===== config.mk =====
export PLATFORM = sky130hd
export DESIGN_NAME = wb_axi4l_master_bridge_flat
export DESIGN_NICKNAME = d
export VERILOG_FILES = /design/src/rtl/soc_axi_pkg.sv /design/src/rtl/wb_axi4l_master_bridge_if.sv /design/src/rtl/wb_axi4l_master_bridge.sv /design/src/flat_wrapper.sv
export SDC_FILE = /design/constraint.sdc
export NUM_CORES = 1
export LEC_CHECK = 0
export CORE_UTILIZATION = 42
export DETAILED_ROUTE_END_ITERATION = 7
export GPL_ROUTABILITY_DRIVEN = 0
export GPL_TIMING_DRIVEN = 0
export PLACE_DENSITY_LB_ADDON = 0.25
export SYNTH_ARGS = -nofsm -noshare
export SYNTH_HDL_FRONTEND = slang
export SYNTH_SLANG_ARGS = --single-unit

===== constraint.sdc =====
create_clock -name clk_i -period 5.8 [get_ports clk_i]
set_input_delay 0.87 -clock clk_i [delete_from_list [all_inputs] [get_ports clk_i]]
set_output_delay 0.87 -clock clk_i [all_outputs]
set_load 0.01 [all_outputs]

===== src/rtl/soc_axi_pkg.sv =====
// Shared AXI-Lite definitions for the SoC fabric bridges.
package soc_axi_pkg;

  localparam logic [1:0] RESP_OKAY   = 2'b00;
  localparam logic [1:0] RESP_EXOKAY = 2'b01;
  localparam logic [1:0] RESP_SLVERR = 2'b10;
  localparam logic [1:0] RESP_DECERR = 2'b11;

  typedef enum logic [2:0] {
    IDLE,
    WRITE,
    WRESP,
    READ,
    RDATA,
    DONE
  } bridge_state_e;

endpackage


===== src/rtl/wb_axi4l_master_bridge_if.sv =====
// Wishbone classic and AXI4-Lite bus bundles used by the bridge.
interface wb_classic_if #(
  parameter int ADDR_WIDTH = 32,
  parameter int DATA_WIDTH = 32
);
  logic                    cyc_i;
  logic                    stb_i;
  logic                    we_i;
  logic [ADDR_WIDTH-1:0]   adr_i;
  logic [DATA_WIDTH-1:0]   dat_i;
  logic [DATA_WIDTH/8-1:0] sel_i;
  logic [DATA_WIDTH-1:0]   dat_o;
  logic                    ack_o;
  logic                    err_o;

  modport master (
    output cyc_i, stb_i, we_i, adr_i, dat_i, sel_i,
    input  dat_o, ack_o, err_o
  );

  modport slave (
    input  cyc_i, stb_i, we_i, adr_i, dat_i, sel_i,
    output dat_o, ack_o, err_o
  );
endinterface

interface axi4l_if #(
  parameter int ADDR_WIDTH = 32,
  parameter int DATA_WIDTH = 32
);
  logic [ADDR_WIDTH-1:0]   awaddr;
  logic [2:0]              awprot;
  logic                    awvalid;
  logic                    awready;
  logic [DATA_WIDTH-1:0]   wdata;
  logic [DATA_WIDTH/8-1:0] wstrb;
  logic                    wvalid;
  logic                    wready;
  logic [1:0]              bresp;
  logic                    bvalid;
  logic                    bready;
  logic [ADDR_WIDTH-1:0]   araddr;
  logic [2:0]              arprot;
  logic                    arvalid;
  logic                    arready;
  logic [DATA_WIDTH-1:0]   rdata;
  logic [1:0]              rresp;
  logic                    rvalid;
  logic                    rready;

  modport master (
    output awaddr, awprot, awvalid, wdata, wstrb, wvalid, bready,
    output araddr, arprot, arvalid, rready,
    input  awready, wready, bresp, bvalid, arready, rdata, rresp, rvalid
  );

  modport slave (
    input  awaddr, awprot, awvalid, wdata, wstrb, wvalid, bready,
    input  araddr, arprot, arvalid, rready,
    output awready, wready, bresp, bvalid, arready, rdata, rresp, rvalid
  );
endinterface


===== src/rtl/wb_axi4l_master_bridge.sv =====
// Wishbone classic slave to AXI4-Lite master bridge, one transaction
// in flight, every output driven straight from a flop.
module wb_axi4l_master_bridge
  import soc_axi_pkg::*;
#(
  parameter int         ADDR_WIDTH = 32,
  parameter int         DATA_WIDTH = 32,
  parameter logic [2:0] AXI_PROT   = 3'b000
) (
  input  logic        clk_i,
  input  logic        rst_i,
  wb_classic_if.slave wb,
  axi4l_if.master     m_axi
);

  localparam int SEL_WIDTH = DATA_WIDTH / 8;

  bridge_state_e         state;
  logic [ADDR_WIDTH-1:0] adr_q;
  logic [DATA_WIDTH-1:0] dat_q;
  logic [DATA_WIDTH-1:0] rdat_q;
  logic [SEL_WIDTH-1:0]  sel_q;
  logic [1:0]            resp_q;
  logic                  abort_q;
  logic                  aw_sent;
  logic                  w_sent;
  logic                  awvalid_q;
  logic                  wvalid_q;
  logic                  bready_q;
  logic                  arvalid_q;
  logic                  rready_q;
  logic                  ack_q;
  logic                  err_q;

  logic req;
  logic aw_fire;
  logic w_fire;
  logic aw_done;
  logic w_done;

  // The cycle ack/err is visible the FSM is already IDLE; keep the
  // still-asserted strobe from launching a second transaction.
  assign req     = wb.cyc_i & wb.stb_i & ~ack_q & ~err_q;
  assign aw_fire = awvalid_q & m_axi.awready;
  assign w_fire  = wvalid_q & m_axi.wready;
  assign aw_done = aw_sent | aw_fire;
  assign w_done  = w_sent | w_fire;

  always_ff @(posedge clk_i or posedge rst_i) begin
    if (rst_i) begin
      state     <= IDLE;
      adr_q     <= '0;
      dat_q     <= '0;
      rdat_q    <= '0;
      sel_q     <= '0;
      resp_q    <= RESP_OKAY;
      abort_q   <= 1'b0;
      aw_sent   <= 1'b0;
      w_sent    <= 1'b0;
      awvalid_q <= 1'b0;
      wvalid_q  <= 1'b0;
      bready_q  <= 1'b0;
      arvalid_q <= 1'b0;
      rready_q  <= 1'b0;
      ack_q     <= 1'b0;
      err_q     <= 1'b0;
    end else begin
      ack_q <= 1'b0;
      err_q <= 1'b0;
      if (state != IDLE && !wb.cyc_i)
        abort_q <= 1'b1;
      unique case (state)
        IDLE: begin
          if (req) begin
            adr_q   <= wb.adr_i;
            dat_q   <= wb.dat_i;
            sel_q   <= wb.sel_i;
            abort_q <= 1'b0;
            aw_sent <= 1'b0;
            w_sent  <= 1'b0;
            if (wb.we_i) begin
              awvalid_q <= 1'b1;
              wvalid_q  <= 1'b1;
              state     <= WRITE;
            end else begin
              arvalid_q <= 1'b1;
              state     <= READ;
            end
          end
        end
        WRITE: begin
          if (aw_fire) begin
            awvalid_q <= 1'b0;
            aw_sent   <= 1'b1;
          end
          if (w_fire) begin
            wvalid_q <= 1'b0;
            w_sent   <= 1'b1;
          end
          if (aw_done && w_done) begin
            bready_q <= 1'b1;
            state    <= WRESP;
          end
        end
        WRESP: begin
          if (bready_q && m_axi.bvalid) begin
            bready_q <= 1'b0;
            resp_q   <= m_axi.bresp;
            state    <= DONE;
          end
        end
        READ: begin
          if (arvalid_q && m_axi.arready) begin
            arvalid_q <= 1'b0;
            rready_q  <= 1'b1;
            state     <= RDATA;
          end
        end
        RDATA: begin
          if (rready_q && m_axi.rvalid) begin
            rready_q <= 1'b0;
            rdat_q   <= m_axi.rdata;
            resp_q   <= m_axi.rresp;
            state    <= DONE;
          end
        end
        DONE: begin
          if (!abort_q && wb.cyc_i) begin
            ack_q <= (resp_q == RESP_OKAY);
            err_q <= (resp_q != RESP_OKAY);
          end
          state <= IDLE;
        end
        default: state <= IDLE;
      endcase
    end
  end

  assign m_axi.awaddr  = adr_q;
  assign m_axi.awprot  = AXI_PROT;
  assign m_axi.awvalid = awvalid_q;
  assign m_axi.wdata   = dat_q;
  assign m_axi.wstrb   = sel_q;
  assign m_axi.wvalid  = wvalid_q;
  assign m_axi.bready  = bready_q;
  assign m_axi.araddr  = adr_q;
  assign m_axi.arprot  = AXI_PROT;
  assign m_axi.arvalid = arvalid_q;
  assign m_axi.rready  = rready_q;

  assign wb.dat_o = rdat_q;
  assign wb.ack_o = ack_q;
  assign wb.err_o = err_q;

endmodule

===== src/flat_wrapper.sv =====
// flat-port wrapper written by rule: the top's interface ports become plain ports
module wb_axi4l_master_bridge_flat import soc_axi_pkg::*;
#(
  parameter int         ADDR_WIDTH = 32,
  parameter int         DATA_WIDTH = 32,
  parameter logic [2:0] AXI_PROT   = 3'b000
)
  (clk_i, rst_i, wb_cyc_i, wb_stb_i, wb_we_i, wb_adr_i, wb_dat_i, wb_sel_i, wb_dat_o, wb_ack_o, wb_err_o, m_axi_awaddr, m_axi_awprot, m_axi_awvalid, m_axi_wdata, m_axi_wstrb, m_axi_wvalid, m_axi_bready, m_axi_araddr, m_axi_arprot, m_axi_arvalid, m_axi_rready, m_axi_awready, m_axi_wready, m_axi_bresp, m_axi_bvalid, m_axi_arready, m_axi_rdata, m_axi_rresp, m_axi_rvalid);
  wb_classic_if #(.ADDR_WIDTH(ADDR_WIDTH), .DATA_WIDTH(DATA_WIDTH)) wb_i ();
  axi4l_if #(.ADDR_WIDTH(ADDR_WIDTH), .DATA_WIDTH(DATA_WIDTH)) m_axi_i ();
  input  logic clk_i;
  input  logic rst_i;
  input wire logic [$bits(wb_i.cyc_i)-1:0] wb_cyc_i;
  input wire logic [$bits(wb_i.stb_i)-1:0] wb_stb_i;
  input wire logic [$bits(wb_i.we_i)-1:0] wb_we_i;
  input wire logic [$bits(wb_i.adr_i)-1:0] wb_adr_i;
  input wire logic [$bits(wb_i.dat_i)-1:0] wb_dat_i;
  input wire logic [$bits(wb_i.sel_i)-1:0] wb_sel_i;
  output wire logic [$bits(wb_i.dat_o)-1:0] wb_dat_o;
  output wire logic [$bits(wb_i.ack_o)-1:0] wb_ack_o;
  output wire logic [$bits(wb_i.err_o)-1:0] wb_err_o;
  output wire logic [$bits(m_axi_i.awaddr)-1:0] m_axi_awaddr;
  output wire logic [$bits(m_axi_i.awprot)-1:0] m_axi_awprot;
  output wire logic [$bits(m_axi_i.awvalid)-1:0] m_axi_awvalid;
  output wire logic [$bits(m_axi_i.wdata)-1:0] m_axi_wdata;
  output wire logic [$bits(m_axi_i.wstrb)-1:0] m_axi_wstrb;
  output wire logic [$bits(m_axi_i.wvalid)-1:0] m_axi_wvalid;
  output wire logic [$bits(m_axi_i.bready)-1:0] m_axi_bready;
  output wire logic [$bits(m_axi_i.araddr)-1:0] m_axi_araddr;
  output wire logic [$bits(m_axi_i.arprot)-1:0] m_axi_arprot;
  output wire logic [$bits(m_axi_i.arvalid)-1:0] m_axi_arvalid;
  output wire logic [$bits(m_axi_i.rready)-1:0] m_axi_rready;
  input wire logic [$bits(m_axi_i.awready)-1:0] m_axi_awready;
  input wire logic [$bits(m_axi_i.wready)-1:0] m_axi_wready;
  input wire logic [$bits(m_axi_i.bresp)-1:0] m_axi_bresp;
  input wire logic [$bits(m_axi_i.bvalid)-1:0] m_axi_bvalid;
  input wire logic [$bits(m_axi_i.arready)-1:0] m_axi_arready;
  input wire logic [$bits(m_axi_i.rdata)-1:0] m_axi_rdata;
  input wire logic [$bits(m_axi_i.rresp)-1:0] m_axi_rresp;
  input wire logic [$bits(m_axi_i.rvalid)-1:0] m_axi_rvalid;
  assign wb_i.cyc_i = wb_cyc_i;
  assign wb_i.stb_i = wb_stb_i;
  assign wb_i.we_i = wb_we_i;
  assign wb_i.adr_i = wb_adr_i;
  assign wb_i.dat_i = wb_dat_i;
  assign wb_i.sel_i = wb_sel_i;
  assign wb_dat_o = wb_i.dat_o;
  assign wb_ack_o = wb_i.ack_o;
  assign wb_err_o = wb_i.err_o;
  assign m_axi_awaddr = m_axi_i.awaddr;
  assign m_axi_awprot = m_axi_i.awprot;
  assign m_axi_awvalid = m_axi_i.awvalid;
  assign m_axi_wdata = m_axi_i.wdata;
  assign m_axi_wstrb = m_axi_i.wstrb;
  assign m_axi_wvalid = m_axi_i.wvalid;
  assign m_axi_bready = m_axi_i.bready;
  assign m_axi_araddr = m_axi_i.araddr;
  assign m_axi_arprot = m_axi_i.arprot;
  assign m_axi_arvalid = m_axi_i.arvalid;
  assign m_axi_rready = m_axi_i.rready;
  assign m_axi_i.awready = m_axi_awready;
  assign m_axi_i.wready = m_axi_wready;
  assign m_axi_i.bresp = m_axi_bresp;
  assign m_axi_i.bvalid = m_axi_bvalid;
  assign m_axi_i.arready = m_axi_arready;
  assign m_axi_i.rdata = m_axi_rdata;
  assign m_axi_i.rresp = m_axi_rresp;
  assign m_axi_i.rvalid = m_axi_rvalid;
  wb_axi4l_master_bridge #(.ADDR_WIDTH(ADDR_WIDTH), .DATA_WIDTH(DATA_WIDTH), .AXI_PROT(AXI_PROT)) u_core (.clk_i(clk_i), .rst_i(rst_i), .wb(wb_i), .m_axi(m_axi_i));
endmodule

==> metrics.txt, run 1 <==
Die Footprint roughly 12,000 um2; CP Class in -> reg; H-Tree Depth 4; setup TNS 0 ps; GRT Util Overall 0.223; Max VDD drop 0.315 mV; Static Leakage 0.00352 uW; Area Overhead vs Synth 69.7%; Starting Density 0.436; Synth cell types 31; Async SR Flop Fraction 1.00; post-cts gate resize count 0; RSZ-0062 raised after global routing false; worst r2r src u_core.state[1]$_DFFE_PP0P_; xor/xnor share of the synthesized area 0; Compound-Gate Fraction of Synth Area 0.0374; count of final max-slew check failures 0; relative slew slack 0.392; Via density 4.84; Post-Route WL 12,800 um; WP data required 6090 ps; R2R Setup Slk 3750 ps; largest net degree at the start of global routing 59; Antenna Nets Post-Route 0; Reg2Reg Capture Point u_core.m_axi.araddr[6]$_DFFE_PP0P_; final hold violations 0; worst hold start u_core.resp_q[1]$_DFFE_PP0P_; Worst path max stage delay between 700 and 800 ps; Die H 109 um; DP Area 7530 um2; flops & latches, synth 115; share of cells above drive strength 1 0.273; Die W approximately 110 um; post-route minimum period 2390 ps; status complete, no violations; most common cell after layout, fill and taps aside clkdlybuf4s50_1; Post-synth EDFFs 0; port bufs 252; Hold Crit Class reg -> reg; CP Buf/Inv Count 1; clk sink count around 120; core area approximately 11,000 um2; Seq/Total Area, Yosys 0.601; antenna cell count 0; Final #Nets around 700; Hold-fix buffers, CTS 0; Reg2Reg Depth 7; Synth Area in Simple Gates 0.0329; cell count after synthesis 329; post-layout instance area 8120 um2; most frequent cells in the layout clkdlybuf4s50_1 (252), dfrtp_1 (115), mux2_2 (84); PwrDens about 520 nW/um2; initial antenna violation count 0; first-pass GRT wire length 19,600 um; Main synth FF type dfrtp_1; clock slew at reported path FFs approximately 50 ps; maximum clock frequency 0.418 GHz; grt ovf 0; fin crit share 0.413; Mapped Area 4790 um2; CP Cell Sequence clkdlybuf4s50_1 -> nor4bb_1 -> a21oi_1 -> a221oi_1; std cell rows 38; Post-CTS Setup Inserts 0; Slew @ Worst Pin 900 ps; Critical Path Fanout Max 5; routed len/inst 16.8 um; max-cap violations 0; area share of fa/ha/maj cells after synthesis 0; Largest delay share family, worst path simple AND/OR/NAND/NOR gates; final setup vio count 0; CTS tree yes; Crit. End Element flip-flop; # DRC 0; Endpoint, Worst Hold u_core.wb.ack_o$_DFF_PP0_; vias around 3,700; Hold Crit Depth 1; post-synthesis mux area share 0.245; syn_area_per_cell 14.5 um2; clk_lat worst skew 410 ps; Critical Path AT 2680 ps; yosys warns 0; combinational family with the most area after synthesis multiplexers; largest clock skew in the final design 10.1 ps; I/O pin cnt around 260; vias in the first global route 3,792; CTS max path bufs 2; DR pass1 iterations 6; initial detailed-routing violation count 130; clock root cell clkbuf_16; post-detail-place hpwl slightly below 10,000 um; Critical Path Start Type input port; Num CTS Buffers 17; CP max-delay cell nor4bb_1
[Yosys cell counts, types with 2 or more instances]
master,n,area share
nand3_1,2,0.0021
buf_2,5,0.0052
dfrtp_1,115,0.60
buf_6,3,0.0071
mux2_2,84,0.20
nor2_1,7,0.0055
a21oi_1,6,0.0063
nand3b_1,2,0.0031
mux2_1,20,0.047
a21o_1,2,0.0031
nand4b_1,2,0.0037
buf_4,42,0.066
a31oi_1,7,0.0091
inv_1,5,0.0039
nand2_1,4,0.0031
o2bb2ai_1,3,0.0055
o21ai_0,4,0.0042
nor2b_1,3,0.0039
[worst max path at each step]
stage	depth (start not counted)	from	end
after floorplan	1	rst_i	u_core.abort_q$_DFF_PP0_
after global placement	2	rst_i	u_core.wb.dat_o[4]$_DFFE_PP0P_
after detailed placement	6	wb_cyc_i	u_core.m_axi.araddr[6]$_DFFE_PP0P_
after CTS	6	wb_cyc_i	u_core.m_axi.araddr[6]$_DFFE_PP0P_
after global routing	4	wb_stb_i	u_core.state[1]$_DFFE_PP0P_
final	4	wb_stb_i	u_core.state[1]$_DFFE_PP0P_
[area by class of cell]
type                            count  area (um2)
Tap cell                          140         175
Fill cell                         747        2860
Sequential cell                   115        2880
Buffer                             51         378
Clock inverter                     12         133
Inverter                            5        21.3
Multi-Input combinational cell    163        1530
Clock buffer                       20         457
Timing Repair Buffer              253        2550
[report_power, final]
group / switching, uW / internal (uW) / total, uW
Combinational: 652 / 1210 / 1860
Clock: 367 / 653 / 1020
Sequential: 225 / 1150 / 1380
Total: 1240 / 3020 / 4260
[kinds of logic after synthesis]
| group | count (synthesis) |
|---|---|
| other cells | 1 |
| buf+inv | 56 |
| flops | 115 |
| compound gates | 27 |
| mux | 104 |
| simple gates | 26 |
[metrics by stage]
step	util	hold WS (ps)	power (uW)	std cells	worst slack (ps)
6_report	0.739	463	4260	759	3410
5_1_grt	0.739	511	4490	759	3330
4_1_cts	0.739	462	4300	759	3440
3_5_place_dp	0.686	450	3270	727	3000
3_3_place_gp	0.683	442	3200	726	269
2_1_floorplan	-	427	2160	334	1890
[layer usage]
metal  wire [um]  track usage  vias up
met5           0            0        -
met4         274       0.0975        0
met3        1120       0.0753       29
met2        6670        0.390      179
met1        4710        0.247     1793
li1            -            -     1674
[sequential cells by signal, indices dropped and copies added, names as in the netlist]
signal                cells
u_core.m_axi.araddr      32
u_core.m_axi.wdata       32
u_core.wb.dat_o          32
u_core.m_axi.wstrb        4
u_core.state              3
u_core.resp_q             2
u_core.abort_q            1
u_core.aw_sent            1
u_core.m_axi.arvalid      1
u_core.m_axi.awvalid      1
u_core.m_axi.bready       1
u_core.m_axi.rready       1
u_core.m_axi.wvalid       1
u_core.w_sent             1
u_core.wb.ack_o           1
u_core.wb.err_o           1
Note: power is estimated with default switching activity, not from simulation.
==> run 2: changes to the inputs <==
CORE_UTILIZATION = 35   (was 42)
clock period = 2.16 ns   (was 5.8 ns; I/O delays follow)
==> run 2 against run 1 <==
Effect of this change: largest cell class unchanged; sequential share of layout area decreased by 0.18 points; critical path type is now reg -> reg; global-route usage shrank 3.8 points; largest power group unchanged; core utilization decreased by 13 points; routed wire length decreased by 2.9%.
==> metrics.txt, run 2 (synthesis results as in run 1) <==
PwrDens 1380 nW/um2; Reg2Reg Depth 7; Worst path depth 7; Hold Crit Class in -> async; Antenna Nets Post-Route 0; Met3 Wirelength 1080 um; CP Buf/Inv Count 4; RSZ-0062 raised after global routing false; routed len/inst 15.6 um; Largest delay share family, worst path buffers and inverters; final hold violations 0; Hold-fix buffers, CTS 0; hold slack about 400 ps; CP Class reg -> reg; CTS tree yes; Fillers 1,041; CTS max path bufs 2; share of total power in the clock network 0.228; post-route minimum period between 2000 and 2500 ps; fin crit share 0.939; fin cells a little under 800; GRT Util Overall 0.185; Starting Density 0.360; status complete, no violations; CP max-delay cell dfrtp_1; Sw Share 0.287; I/O pin cnt 259; H-Tree Depth 4; clock root cell clkbuf_16; core area between 10,000 and 15,000 um2; relative slew slack 0.413; area of the multi-input gates 1530 um2; Post-Route WL 12,400 um; Num CTS Buffers 17; maximum clock frequency 0.493 GHz; Post-CTS Setup Inserts 0; post-cts gate resize count 0; Final Core Density 0.614; power share of the sequential group 0.329; Register Area between 2000 and 3000 um2; Worst path max stage delay between 300 and 400 ps; largest net degree at the start of global routing 34; DP Cell Count 765; Slew @ Worst Pin just under 900 ps; antenna cell count 0; WP data required 2440 ps; Static Leakage between 0.003 and 0.004 uW; port bufs 252; count of final max-slew check failures 0; most frequent cells in the layout clkdlybuf4s50_1 (252), dfrtp_1 (115), mux2_2 (84); Die H 119 um; DRT met1 WL 4570 um; Comb power frac 0.443; post-detail-place hpwl between 9000 and 10,000 um; Final #Nets 722; Top Layer Used met4; Internal 8020 uW; # DRC 0; Critical Path Start Type flip-flop; clk sink count 115; Die W roughly 120 um; DR pass1 iterations 4; Area Overhead vs Synth 70.6%; Die Footprint 14,100 um2; Critical Path AT 2310 ps; vias 3,655; most common cell after layout, fill and taps aside clkdlybuf4s50_1; initial detailed-routing violation count between 100 and 150; grt ovf 0; clock slew at reported path FFs ~50 ps; share of cells above drive strength 1 0.271; Via density 4.59; final setup vio count 0; Max VDD drop 0.594 mV; clk_lat worst skew 400 ps; CP Cell Sequence buf_2 -> or2_1 -> buf_2 -> nor3_4 -> buf_6 -> buf_6 -> mux2_1; vias in the first global route 3,934; largest clock skew in the final design 5.58 ps; met2 wire len between 6000 and 7000 um; max-cap violations 0; std cell rows 42; initial antenna violation count 0; Critical Path Fanout Max 10; Sw Pwr 3220 uW; first-pass GRT wire length about 20,000 um; Crit. End Element flip-flop
run 2: cell types whose count changed in the layout (fill, tap and decap cells not counted), sizes merged:
| cell | before | now |
|---|---|---|
| clkbuf | 21 | 28 |
| clkinvlp | 6 | 1 |
| buf | 51 | 53 |
| bufinv | 2 | 0 |
| inv | 5 | 4 |
run 2: per-layer routing:
metal / vias to the layer above / track usage
met4: 0 / 0.0847
met5: - / 0
li1: 1677 / -
met2: 185 / 0.325
met1: 1774 / 0.193
met3: 19 / 0.0742
run 2: through the flow:
stage	power, uW	instance area [um2]	setup TNS [ps]	setup WS (ps)
CTS	11400	8160	0	106
finish	11200	8160	0	132
global placement	8600	7550	-80570	-703
detailed placement	8770	7610	-830	-51.5
floorplan	5800	4810	0	342
global route	11900	8160	0	27.2
run 2: power groups by stage:
| stage | clock [uW] | sequential [uW] | combinational (uW) |
|---|---|---|---|
| after floorplan | 0 | 4060 | 1740 |
| after global placement | 0 | 3670 | 4940 |
| after detailed placement | 0 | 3740 | 5030 |
| after CTS | 2630 | 3710 | 5050 |
| after global routing | 2730 | 3830 | 5300 |
| final | 2560 | 3690 | 4980 |
run 2: worst paths after layout:
kind	start	to	slack, ps
max	u_core.state[1]$_DFFE_PP0P_	u_core.m_axi.araddr[3]$_DFFE_PP0P_	130
min	rst_i	u_core.m_axi.wdata[21]$_DFFE_PP0P_	400
max reg2reg	u_core.state[1]$_DFFE_PP0P_	u_core.m_axi.araddr[3]$_DFFE_PP0P_	130
min reg2reg	u_core.resp_q[1]$_DFFE_PP0P_	u_core.wb.ack_o$_DFF_PP0_	470
max in group asynchronous	rst_i	u_core.m_axi.wdata[8]$_DFFE_PP0P_	930
min in group clk_i	u_core.resp_q[1]$_DFFE_PP0P_	u_core.wb.ack_o$_DFF_PP0_	470
run 2: layout make-up:
type                    instances  share of cell area
flip-flops and latches        115               0.352
plain buffers                  51              0.0463
inverters                       5             0.00276
repair buffers                255               0.316
well taps                     176              0.0270
clock inverters                 4             0.00245
clock buffers                  27              0.0653
multi-input cells             163               0.187
==> run 3: changes to the inputs <==
GPL_ROUTABILITY_DRIVEN = not set   (was 0)
==> results of run 3 <==
No change in the layout: final DEF, timing and power equal those of run 2.
